$ cat src/rtl/chan_endpoint.sv
`default_nettype none
// ============================================================================
// Module   : chan_endpoint
// Purpose  : Channel-side responder for the FX2 host channel interface.
//            Decodes chanAddr and services host writes (h2f) and reads (f2h):
//              0x00-0x0F : 16-byte control register file (exported on regs_out)
//              0x10      : loopback FIFO, 2**FIFO_DEPTH_LOG2 bytes deep
//              0x11      : FIFO status/flush channel (only when the build
//                          macro CHAN_ENDPOINT_STATUS_EN is defined)
//              others    : always ready, writes dropped, reads return 0x00
// Config   : `define CHAN_ENDPOINT_STATUS_EN to build the status channel.
// Ports    : clk_fx2   in   1   FX2 clock, all state on its rising edge
//            reset     in   1   asynchronous, active-low reset
//            chanAddr  in   7   selected channel
//            h2fData   in   8   host write data
//            h2fValid  in   1   host write byte present
//            h2fReady  out  1   endpoint can accept a write byte
//            f2hData   out  8   host read data
//            f2hValid  out  1   endpoint has a read byte
//            f2hReady  in   1   host will take a read byte
//            regs_out  out  128 register file, byte k at [8k+7:8k]
// Revision : 1.0 - initial release
// ============================================================================
module chan_endpoint #(
  parameter int FIFO_DEPTH_LOG2 = 4   // legal range 1..7
) (
  input  logic         clk_fx2,
  input  logic         reset,
  input  logic [6:0]   chanAddr,
  input  logic [7:0]   h2fData,
  input  logic         h2fValid,
  output logic         h2fReady,
  output logic [7:0]   f2hData,
  output logic         f2hValid,
  input  logic         f2hReady,
  output logic [127:0] regs_out
);

  localparam int c_DEPTH = 1 << FIFO_DEPTH_LOG2;
  localparam logic [FIFO_DEPTH_LOG2:0] c_FULL_CNT = {1'b1, {FIFO_DEPTH_LOG2{1'b0}}};
  localparam logic [FIFO_DEPTH_LOG2-1:0] c_PTR_ONE = FIFO_DEPTH_LOG2'(1);
  localparam logic [FIFO_DEPTH_LOG2:0] c_CNT_ONE = (FIFO_DEPTH_LOG2 + 1)'(1);

  // --------------------------------------------------------------------------
  // Channel decode
  // --------------------------------------------------------------------------
  logic w_sel_reg;
  logic w_sel_fifo;

  assign w_sel_reg  = (chanAddr[6:4] == 3'b000);
  assign w_sel_fifo = (chanAddr == 7'h10);

  // --------------------------------------------------------------------------
  // Register file
  // --------------------------------------------------------------------------
  logic [127:0] r_regs;
  logic [6:0]   w_reg_lsb;
  logic [7:0]   w_reg_rd;

  assign w_reg_lsb = {chanAddr[3:0], 3'b000};
  assign w_reg_rd  = r_regs[w_reg_lsb +: 8];

  always_ff @(posedge clk_fx2 or negedge reset) begin
    if (!reset) begin
      r_regs <= '0;
    end else if (w_sel_reg && h2fValid) begin
      r_regs[w_reg_lsb +: 8] <= h2fData;
    end
  end

  assign regs_out = r_regs;

  // --------------------------------------------------------------------------
  // Loopback FIFO
  // --------------------------------------------------------------------------
  logic [7:0]                 r_mem [c_DEPTH];
  logic [FIFO_DEPTH_LOG2-1:0] r_wr_ptr;
  logic [FIFO_DEPTH_LOG2-1:0] r_rd_ptr;
  logic [FIFO_DEPTH_LOG2:0]   r_count;
  logic [FIFO_DEPTH_LOG2-1:0] w_wr_ptr_nxt;
  logic [FIFO_DEPTH_LOG2-1:0] w_rd_ptr_nxt;
  logic [FIFO_DEPTH_LOG2:0]   w_count_nxt;
  logic                       w_full;
  logic                       w_empty;
  logic                       w_push;
  logic                       w_pop;

  assign w_full  = (r_count == c_FULL_CNT);
  assign w_empty = (r_count == '0);
  // Handshake gating keeps push-while-full and pop-while-empty impossible.
  assign w_push  = w_sel_fifo && h2fValid && !w_full;
  assign w_pop   = w_sel_fifo && f2hReady && !w_empty;

`ifdef CHAN_ENDPOINT_STATUS_EN
  logic w_sel_stat;
  logic w_flush;
  logic [7:0] w_stat_byte;

  assign w_sel_stat = (chanAddr == 7'h11);
  assign w_flush    = w_sel_stat && h2fValid;

  always_comb begin
    w_stat_byte = '0;
    w_stat_byte[FIFO_DEPTH_LOG2:0] = r_count;
  end
`endif

  always_comb begin
    w_wr_ptr_nxt = r_wr_ptr;
    w_rd_ptr_nxt = r_rd_ptr;
    w_count_nxt  = r_count;
    if (w_push) begin
      w_wr_ptr_nxt = r_wr_ptr + c_PTR_ONE;
    end
    if (w_pop) begin
      w_rd_ptr_nxt = r_rd_ptr + c_PTR_ONE;
    end
    if (w_push && !w_pop) begin
      w_count_nxt = r_count + c_CNT_ONE;
    end else if (w_pop && !w_push) begin
      w_count_nxt = r_count - c_CNT_ONE;
    end
`ifdef CHAN_ENDPOINT_STATUS_EN
    // Flush wins over everything else happening this edge.
    if (w_flush) begin
      w_wr_ptr_nxt = '0;
      w_rd_ptr_nxt = '0;
      w_count_nxt  = '0;
    end
`endif
  end

  always_ff @(posedge clk_fx2 or negedge reset) begin
    if (!reset) begin
      r_wr_ptr <= '0;
      r_rd_ptr <= '0;
      r_count  <= '0;
    end else begin
      r_wr_ptr <= w_wr_ptr_nxt;
      r_rd_ptr <= w_rd_ptr_nxt;
      r_count  <= w_count_nxt;
    end
  end

  // Storage needs no reset: contents are only visible while count > 0.
  always_ff @(posedge clk_fx2) begin
    if (w_push) begin
      r_mem[r_wr_ptr] <= h2fData;
    end
  end

  // --------------------------------------------------------------------------
  // Response mux (combinational from chanAddr and registered state)
  // --------------------------------------------------------------------------
  always_comb begin
    h2fReady = 1'b1;
    f2hValid = 1'b1;
    f2hData  = 8'h00;
    if (w_sel_reg) begin
      f2hData = w_reg_rd;
    end else if (w_sel_fifo) begin
      h2fReady = !w_full;
      f2hValid = !w_empty;
      if (!w_empty) begin
        f2hData = r_mem[r_rd_ptr];
      end
    end
`ifdef CHAN_ENDPOINT_STATUS_EN
    else if (w_sel_stat) begin
      f2hData = w_stat_byte;
    end
`endif
  end

endmodule
`default_nettype wire
$ cat config.mk
export PLATFORM = sky130hd
export DESIGN_NAME = chan_endpoint
export DESIGN_NICKNAME = d
export VERILOG_FILES = /design/src/rtl/chan_endpoint.sv
export SDC_FILE = /design/constraint.sdc
export NUM_CORES = 1
export LEC_CHECK = 0
export CAP_MARGIN = 20
export CORE_ASPECT_RATIO = 0.6
export CORE_MARGIN = 1
export CORE_UTILIZATION = 60
export DETAILED_ROUTE_END_ITERATION = 12
export PLACE_DENSITY_LB_ADDON = 0.3
export SYNTH_ARGS = -nofsm -noshare
export SYNTH_HDL_FRONTEND = slang
export SYNTH_SLANG_ARGS = --single-unit
$ cat constraint.sdc
create_clock -name clk_fx2 -period 5.3 [get_ports clk_fx2]
set_clock_uncertainty 0.05 [all_clocks]
set_input_delay 0.53 -clock clk_fx2 [delete_from_list [all_inputs] [get_ports clk_fx2]]
set_output_delay 0.53 -clock clk_fx2 [all_outputs]
set_load 0.02 [all_outputs]
==> impl_metrics.py <==
metrics = {
    "floorplanning": {
        "start_util_pct": 62.2,
        "ioPinCount": 157,
        "fp.dieW_um": 185,
        "die_h_um": 112,
        "rows": 39,
        "die-area_um2": 20600,
        "coreArea_um2": 19300,
    },
    "layout": {
        "final_common_cell": "clkdlybuf4s50_1",
        "fin_util_pct": 76.6,
        "fillCellCount": 1102,
        "syn2layout_area_growth_pct": 23.1,
        "multi_input_area_um2": 4470,
        "insertedDiodeCount": 0,
        "num-nets-final": 959,
        "layout_common_cells": "clkdlybuf4s50_1 (154), mux2_2 (146), dfrtp_1 (140)",
        "stdcell_count": 1211,
        "regArea_um2": 7370,
        "drive_above_1_share_pct": 27.5,
    },
    "clocking": {
        "cts_root_buf": "clkbuf_16",
        "clockBufferDepth": 3,
        "postCtsSetupRepairBufs": 0,
        "h-tree-depth": 1,
        "clk_pin_slew_ps": 60,
        "ctsHoldBuffers": 0,
        "clock_latency_ps": 530,
        "cts.sinks": 269,
        "numCtsBuffers": 25,
        "cts_tree": "yes",
        "cts_repair_resize_count": 0,
    },
    "global_route": {
        "grt_pass1_vias": 7929,
        "grt_use_total_pct": 32.9,
        "antenna_found_initial": 0,
        "gr-total-overflow": 0,
        "grt_pass1_wl_um": 49800,
        "grt_max_degree": 94,
    },
    "critical_path": {
        "path_class": "flop to output port",
        "startpoint": "r_rd_ptr[2]",
        "critPathRequiredTime_ps": 4720,
        "critPathLaunchType": "flop",
        "end_kind": "output port",
        "worstPathMaxFanout": 28,
        "r2r-start": "r_count[0]",
        "arrival_ps": 3670,
    },
    "logic_synthesis": {
        "ys_seq_area_share_pct": 61.3,
        "ys_ff_latch": 269,
        "synth_cells": 760,
        "syn_nets": 793,
        "avgSynthCellArea_um2": 15.8,
        "synth_cell_type_count": 41,
        "yosys_warnings": 0,
        "synthesis.area_um2": 12000,
    },
    "route": {
        "wl_per_cell_um": 27.4,
        "drtIter0Drc": 816,
        "maxUsedRoutingLayer": "met4",
        "wl_met3_um": 3830,
        "ant_nets": 0,
        "drc": 0,
        "vias": 7954,
        "routedLengthMet1_um": 14000,
        "dr_wl_met2_um": 14600,
        "first_pass_iters": 5,
        "drt_wl_total_um": 33100,
        "vias_per_cell": 6.57,
    },
    "power_and_ir_drop": {
        "vdd_drop_max_v": 0.000262,
        "power_density_nw_per_um2": 320,
        "p_leak_nw": 5.94,
    },
    "timing": {
        "worst_slack_ps": 1050,
        "hold_violations": 0,
        "relSlewSlack_pct": 26.9,
        "slew_violations": 0,
        "fin_hold_ws_ps": 30.7,
        "period_needed_ps": 4250,
        "fmaxAchievable_mhz": 235,
        "fin_crit_sh_pct": 80.1,
        "setup_violations": 0,
        "tightest_slew_ps": 1100,
        "setup_tns_ps": 0,
        "rsz0062_at_grt": "false",
    },
    "placement": {
        "placed_cells": 1164,
        "port_buffers": 156,
        "gp_congestion": 0.916,
        "pre_cts_ws_ps": 875,
        "dp_hpwl_um": 22600,
    },
    "worst_hold_path": {
        "worst_hold_path_type": "input pin to async pin",
    },
    "status": {
        "status": "complete, no violations",
    },
    "run": {
        "max_cap_viol_count": 0,
    },
}
-- stage by stage --
| step | power, mW | instance area (µm²) |
|---|---|---|
| floorplan | 2.59 | 12000 |
| global placement | 2.80 | 13900 |
| detailed placement | 2.82 | 13900 |
| CTS | 4.74 | 14800 |
| global route | 4.86 | 14800 |
| finish | 4.74 | 14800 |
-- cell type report --
cell class	instances	area share (%)
inverters	10	0.253
multi-input cells	445	30.2
repair buffers	175	11.5
clock inverters	9	1.13
well taps	266	2.25
flip-flops and latches	269	49.8
clock buffers	37	4.88
-- where the power goes --
part           switching [mW]  total, mW  internal (mW)
clock                   0.793       1.95           1.15
combinational           0.268      0.475          0.207
sequential             0.0712       2.31           2.24
-- critical path, cell delays in order, from the launching register on --
cell and delay (ps):
dfrtp_2 990, buf_4 350, mux4_2 580, mux2_2 290, a22oi_1 220, nand3_1 130
clkdlybuf4s50_1 560
-- sequential cells by signal, summed over array words and instances (netlist names) --
register  flops
r_mem       128
regs_out    128
r_count       5
r_rd_ptr      4
r_wr_ptr      4
-- synth_stat cells (all sizes together) --
master / n / share of area (%)
mux2: 146 / 14
dfrtp: 141 / 29
edfxtp: 128 / 32
mux2i: 65 / 5.4
a22oi: 40 / 2.5
mux4: 32 / 6.0
nand3: 29 / 1.2
nor3: 20 / 1.5
clkbuf: 19 / 0.59
nor2: 19 / 0.59
and2: 18 / 0.94
buf: 17 / 0.66
ha: 13 / 1.4
nand2: 12 / 0.37
inv: 10 / 0.31
xnor2: 9 / 0.66
and3: 8 / 0.42
xor2: 4 / 0.35
a2111oi: 3 / 0.48
nand2b: 3 / 0.16
nor4: 3 / 0.16
o21ai: 3 / 0.12
a21o: 2 / 0.12
a21oi: 2 / 0.083
nand3b: 2 / 0.12
nor2b: 2 / 0.10
or3b: 2 / 0.15
a2111o: 1 / 0.094
a211oi: 1 / 0.10
fa: 1 / 0.17
nand4: 1 / 0.052
o21a: 1 / 0.062
o21bai: 1 / 0.062
o311a: 1 / 0.083
or3: 1 / 0.052
-- cells by family after synthesis --
group                      synth area share [%]
DFF                                        61.3
and+or+nand+nor                            5.83
adders and majority gates                  1.52
muxes                                      25.1
AOI/OAI and AO/OA                          3.71
buffers and inverters                      1.56
xor gates and xnor gates                   1.01
-- path summary, 6_finish.rpt --
kind	end	slack (ps)	cells after the start
max reg2reg	r_count[4]	2340	10
min reg2reg	regs_out[92]	490	1
max in group asynchronous	regs_out[20]	3990	2
min in group clk_fx2	regs_out[92]	490	1
min	regs_out[24]	30	1
max	f2hData[6]	1050	6
-- per-layer routing --
metal,vias to the layer above,global-route usage [%]
li1,3258,-
met1,4078,50.5
met2,561,47.4
met3,57,7.82
met4,0,8.37
met5,-,0
Power figures use the tool's default switching activity.
